[src/rtl/uart_pkg.sv]
// rtl/uart_pkg.sv - shared UART types, defaults and baud divider helper
//
// Purpose: common definitions for the UART receiver (and the future transmitter).
// Contents:
//   uart_state_e  - receiver FSM state encoding
//   DEFAULT_BAUD  - default line bit rate
//   DEFAULT_OVS   - default oversampling ticks per bit
//   calc_div()    - clocks per oversampling tick, truncating division
package uart_pkg;

  typedef enum logic [2:0] {
    ST_IDLE      = 3'd0,
    ST_START     = 3'd1,
    ST_DATA      = 3'd2,
    ST_STOP      = 3'd3,
    ST_WAIT_IDLE = 3'd4
  } uart_state_e;

  localparam int DEFAULT_CLK_HZ = 100_000_000;
  localparam int DEFAULT_BAUD   = 9600;
  localparam int DEFAULT_OVS    = 16;

  // A divider below 1 would mean no ticks at all; clamp so the counter still runs.
  function automatic int calc_div(input int clk_hz, input int baud, input int ovs);
    int div;
    div = clk_hz / (baud * ovs);
    if (div < 1) div = 1;
    return div;
  endfunction

endpackage

[src/rtl/baud_tick_gen.sv]
// rtl/baud_tick_gen.sv - free-running oversampling tick generator
//
// Purpose: divides the system clock down to BAUD*OVS ticks per second.
// Ports:
//   clk   - system clock
//   rst   - asynchronous active-low reset
//   tick  - one-clock pulse each time the divider counter wraps
module baud_tick_gen
  import uart_pkg::*;
#(
  parameter int CLK_HZ = DEFAULT_CLK_HZ,
  parameter int BAUD   = DEFAULT_BAUD,
  parameter int OVS    = DEFAULT_OVS
) (
  input  logic clk,
  input  logic rst,
  output logic tick
);

  localparam int DIV   = calc_div(CLK_HZ, BAUD, OVS);
  localparam int CNT_W = (DIV > 1) ? $clog2(DIV) : 1;
  localparam logic [CNT_W-1:0] CNT_LAST = CNT_W'(DIV - 1);

  logic [CNT_W-1:0] cnt_q;
  logic [CNT_W-1:0] cnt_d;

  always_comb begin
    cnt_d = cnt_q + CNT_W'(1);
    if (cnt_q == CNT_LAST) cnt_d = '0;
  end

  always_ff @(posedge clk or negedge rst) begin
    if (!rst) cnt_q <= '0;
    else      cnt_q <= cnt_d;
  end

  assign tick = (cnt_q == CNT_LAST);

endmodule

[src/rtl/uart_rx.sv]
// rtl/uart_rx.sv - oversampling 8N1 UART receiver
//
// Purpose: synchronizes rx, assembles 8N1 frames and strobes each good byte.
// Ports:
//   clk        - system clock
//   rst        - asynchronous active-low reset
//   rx         - serial line, idle high, asynchronous to clk
//   rx_data    - last correctly framed byte, held between frames
//   rx_done    - one-clock strobe, rx_data valid in the same cycle
//   frame_err  - one-clock strobe when the stop bit is sampled low
module uart_rx
  import uart_pkg::*;
#(
  parameter int CLK_HZ = DEFAULT_CLK_HZ,
  parameter int BAUD   = DEFAULT_BAUD,
  parameter int OVS    = DEFAULT_OVS
) (
  input  logic       clk,
  input  logic       rst,
  input  logic       rx,
  output logic [7:0] rx_data,
  output logic       rx_done,
  output logic       frame_err
);

  localparam int TW = $clog2(OVS);
  localparam logic [TW-1:0] TC_HALF = TW'(OVS / 2 - 1);
  localparam logic [TW-1:0] TC_LAST = TW'(OVS - 1);

  logic tick;

  baud_tick_gen #(
    .CLK_HZ (CLK_HZ),
    .BAUD   (BAUD),
    .OVS    (OVS)
  ) u_tick (
    .clk  (clk),
    .rst  (rst),
    .tick (tick)
  );

  // Two-flop synchronizer, reset high so reset never looks like a start bit.
  logic rx_meta_q;
  logic rx_sync_q;

  always_ff @(posedge clk or negedge rst) begin
    if (!rst) begin
      rx_meta_q <= 1'b1;
      rx_sync_q <= 1'b1;
    end else begin
      rx_meta_q <= rx;
      rx_sync_q <= rx_meta_q;
    end
  end

  uart_state_e   state_q, state_d;
  logic [TW-1:0] tcnt_q, tcnt_d;
  logic [2:0]    bcnt_q, bcnt_d;
  logic [7:0]    sh_q, sh_d;
  logic [7:0]    rx_data_q, rx_data_d;
  logic          rx_done_q, rx_done_d;
  logic          frame_err_q, frame_err_d;

  always_comb begin
    state_d     = state_q;
    tcnt_d      = tcnt_q;
    bcnt_d      = bcnt_q;
    sh_d        = sh_q;
    rx_data_d   = rx_data_q;
    rx_done_d   = 1'b0;
    frame_err_d = 1'b0;

    if (tick) begin
      case (state_q)
        ST_IDLE: begin
          if (!rx_sync_q) begin
            state_d = ST_START;
            tcnt_d  = '0;
          end
        end

        // Re-check the line at mid start bit to reject short glitches.
        ST_START: begin
          if (tcnt_q == TC_HALF) begin
            tcnt_d = '0;
            if (!rx_sync_q) begin
              state_d = ST_DATA;
              bcnt_d  = '0;
            end else begin
              state_d = ST_IDLE;
            end
          end else begin
            tcnt_d = tcnt_q + TW'(1);
          end
        end

        // Aligned at mid start bit, so every OVS ticks lands on a bit centre.
        ST_DATA: begin
          if (tcnt_q == TC_LAST) begin
            tcnt_d = '0;
            sh_d   = {rx_sync_q, sh_q[7:1]};
            bcnt_d = bcnt_q + 3'd1;
            if (bcnt_q == 3'd7) state_d = ST_STOP;
          end else begin
            tcnt_d = tcnt_q + TW'(1);
          end
        end

        // Deciding at mid stop bit frees the receiver for a back-to-back start.
        ST_STOP: begin
          if (tcnt_q == TC_LAST) begin
            tcnt_d = '0;
            if (rx_sync_q) begin
              rx_data_d = sh_q;
              rx_done_d = 1'b1;
              state_d   = ST_IDLE;
            end else begin
              frame_err_d = 1'b1;
              state_d     = ST_WAIT_IDLE;
            end
          end else begin
            tcnt_d = tcnt_q + TW'(1);
          end
        end

        // A stuck-low line must go high before another frame can start.
        ST_WAIT_IDLE: begin
          if (rx_sync_q) begin
            state_d = ST_IDLE;
            tcnt_d  = '0;
          end
        end

        default: begin
          state_d = ST_IDLE;
          tcnt_d  = '0;
        end
      endcase
    end
  end

  always_ff @(posedge clk or negedge rst) begin
    if (!rst) begin
      state_q     <= ST_IDLE;
      tcnt_q      <= '0;
      bcnt_q      <= '0;
      sh_q        <= '0;
      rx_data_q   <= '0;
      rx_done_q   <= 1'b0;
      frame_err_q <= 1'b0;
    end else begin
      state_q     <= state_d;
      tcnt_q      <= tcnt_d;
      bcnt_q      <= bcnt_d;
      sh_q        <= sh_d;
      rx_data_q   <= rx_data_d;
      rx_done_q   <= rx_done_d;
      frame_err_q <= frame_err_d;
    end
  end

  assign rx_data   = rx_data_q;
  assign rx_done   = rx_done_q;
  assign frame_err = frame_err_q;

endmodule
[config.mk]
export PLATFORM = sky130hd
export DESIGN_NAME = uart_rx
export DESIGN_NICKNAME = d
export VERILOG_FILES = /design/src/rtl/uart_pkg.sv /design/src/rtl/baud_tick_gen.sv /design/src/rtl/uart_rx.sv
export SDC_FILE = /design/constraint.sdc
export NUM_CORES = 1
export LEC_CHECK = 0
export CAP_MARGIN = 20
export CORE_MARGIN = 4
export CORE_UTILIZATION = 40
export DETAILED_ROUTE_END_ITERATION = 8
export PLACE_DENSITY = 0.61
export SLEW_MARGIN = 20
export SYNTH_ARGS = -nofsm -noshare
export SYNTH_HDL_FRONTEND = slang
export SYNTH_SLANG_ARGS = --single-unit
[constraint.sdc]
create_clock -name clk -period 2.65 [get_ports clk]
set_clock_uncertainty 0.15 [all_clocks]
set_input_delay 0.6625 -clock clk [delete_from_list [all_inputs] [get_ports clk]]
set_output_delay 0.6625 -clock clk [all_outputs]
set_load 0.02 [all_outputs]
==> qor.yml <==
grt:
  grt_max_degree: 41
  antenna_found_initial: 0
  grt_usage_pct: 11.79
  grt_pass1_vias: 1141
  overflow: 0
  grt_pass1_wl_um: 5561
final_layout:
  diodes: 0
  area_growth_pct: 12.71
  finalNetCount: 170
  finalInstanceArea_um2: 2142
  layout-drive-gt1-share_pct: 16.56
  final_common_cell: "dfrtp_1"
  final_cell_mix: "38 x dfrtp_1, 13 x nor2_1, 11 x mux2_1, 11 x clkdlybuf4s50_1, 8 x mux2_4"
  fillers: 397
logic_synthesis:
  synthCells: 148
  synth_top_area_cell: "dfrtp_1"
  syn_area_um2: 1901
  ys_ff_latch: 40
  synth_seq_area_share_pct: 52.80
  synth_area_per_cell_um2: 12.84
  synth.distinct_cells: 38
  synth_area_leaders: "dfrtp_1 50%, mux2_1 6.5%, mux2_4 6.3%"
  syn_nets: 156
  yosys.area.top_type_share_pct: 50.03
  synth_warnings: 0
clocking:
  cts-buffers-inserted: 5
  root_buffer: "clkbuf_8"
  htree_num_levels: 2
  cts_tree: "built"
  clock_latency_ps: 280
  post-cts-setup-buffers: 0
  cts_hold_buf: 0
  cts.clk_slew.worst_paths_ps: 80
  cts.sinks: 40
  clockBufferDepth: 2
  cts_resized: 0
place:
  dpl_cell_area_um2: 2034
  io_buffers: 12
  place_congestion: 0.7835
  dp_hpwl_um: 2201
sta:
  finalCritPeriodShare_pct: 83.58
  min_period_ps: 2215
  setup_viol: 0
  holdWs_ps: 218.9
  maxSlewViolCount: 0
  relSlewSlack_pct: 43.01
  worst_slew_pin_slew_ps: 854.9
  max_freq_mhz: 451.5
  rsz0062_at_grt: "false"
  final.setup.tns_ps: 0
  hold_violations: 0
power:
  p_per_area_nw_per_um2: 519.1
  p_sw_mw: 0.2171
  peakVddDrop_v: 0.0001700
  p_seq_share_pct: 55.2
  power_leakage_nw: 1.035
  p_int_mw: 0.8948
  combPwrFrac_pct: 1.3
  switching_share_pct: 19.53
  p_clk_share_pct: 43.4
critical_path:
  crit_type: "register to register"
  start_kind: "register"
  worst-path-max-fanout: 10
  arrival_ps: 2240
  end_kind: "register"
  cp.required_ps: 2670
floorplan:
  start_util_pct: 42.48
  die_height_um: 76.93
  die_area_um2: 5918
  die_w_um: 76.93
  rows: 24
  pin_count: 13
  core_area_um2: 4474
run_status:
  status: "complete, no violations"
route:
  postRouteAntennaNets: 0
  vias_per_cell: 5.149
  wl_per_cell_um: 13.89
  drc: 0
  wl_um: 2987
  num_vias: 1107
  drtPass1Iterations: 4
  drtIter0Drc: 60
flow_run:
  cap_violations: 0
min_path:
  min_path_type: "register to register"
cell usage after synthesis:
master / count
nand3_1: 7
and3_1: 2
nor4_1: 1
buf_6: 1
nand2b_1: 4
mux2_4: 8
nand3b_1: 2
a21o_1: 1
o41ai_1: 1
inv_1: 2
o2111ai_1: 1
a221oi_2: 1
ha_1: 5
dfrtp_1: 38
xnor2_1: 6
o21ai_0: 4
nor3_1: 3
o22ai_1: 1
buf_12: 1
and2_1: 2
or3b_1: 2
and4_4: 1
nor3b_2: 1
nand2_1: 7
nor2_1: 13
nor2b_1: 1
buf_2: 3
and3_2: 2
or2_1: 1
dfstp_2: 2
nor4_4: 1
mux2_2: 1
nor4b_4: 1
mux2_1: 11
a22o_1: 3
nand4_4: 1
xor2_1: 5
a21oi_1: 1
power groups by stage:
stage	Sequential (mW)	Combinational, mW	Clock, mW
6_report	0.614	0.0148	0.483
5_1_grt	0.615	0.0177	0.531
4_1_cts	0.614	0.0160	0.502
3_5_place_dp	0.626	0.0160	0
3_3_place_gp	0.626	0.0156	0
2_1_floorplan	0.626	0.00163	0
layout make-up:
type	instances	area (um2)	share of cell area [%]
Sequential cell	40	1003	46.85
Multi-Input combinational cell	101	843.3	39.37
Timing Repair Buffer	12	115.1	5.374
Clock buffer	6	72.57	3.388
Tap cell	52	65.06	3.037
Clock inverter	2	35.03	1.636
Inverter	2	7.507	0.3505
critical path: stages (launching register included):
cell	delay [ps]
dfrtp_1	440
nor4b_4	340
and3_1	440
and4_4	410
mux2_4	310
routing by layer:
layer | routed length [um] | track usage (%)
met4 | 48 | 4.348
met3 | 115 | 4.098
met1 | 1457 | 15.62
met2 | 1366 | 17.77
met5 | 0 | 0
stage by stage:
stage | util (%) | total power, mW | cells | setup WS (ps)
CTS | 47.87 | 1.132 | 215 | 401.9
floorplan | - | 0.6274 | 148 | 696.0
detailed placement | 45.47 | 0.6421 | 207 | 411.4
global placement | 45.47 | 0.6418 | 207 | 485.7
global route | 47.87 | 1.163 | 215 | 286.2
finish | 47.87 | 1.112 | 215 | 435.1
flip-flops by register name, indices dropped and copies added, names as in the netlist:
signal	count
rx_sync_q	1
bcnt_q	3
frame_err	1
u_tick.cnt_q	10
state_q	3
rx_meta_q	1
sh_q	8
rx_data	8
rx_done	1
tcnt_q	4
path summary, 6_finish.rpt:
check | start | end | slack, ps | depth (start not counted)
hold reg to reg | rx_meta_q | rx_sync_q | 220 | 0
min in group asynchronous | rst | rx_data[3] | 330 | 1
hold / removal | rx_meta_q | rx_sync_q | 220 | 0
setup / recovery | u_tick.cnt_q[4] | rx_data[3] | 440 | 4
max in group asynchronous | rst | state_q[1] | 1480 | 1
setup reg to reg | u_tick.cnt_q[4] | rx_data[3] | 440 | 4
cells by family after synthesis:
family | share of synthesized area (%)
AOI/OAI and AO/OA | 5.135
muxes | 13.43
and+or+nand+nor | 17.45
buffers and inverters | 2.831
xor gates and xnor gates | 5.069
adders and majority gates | 3.292
DFF | 52.80
Note: power is estimated with default switching activity, not from simulation.
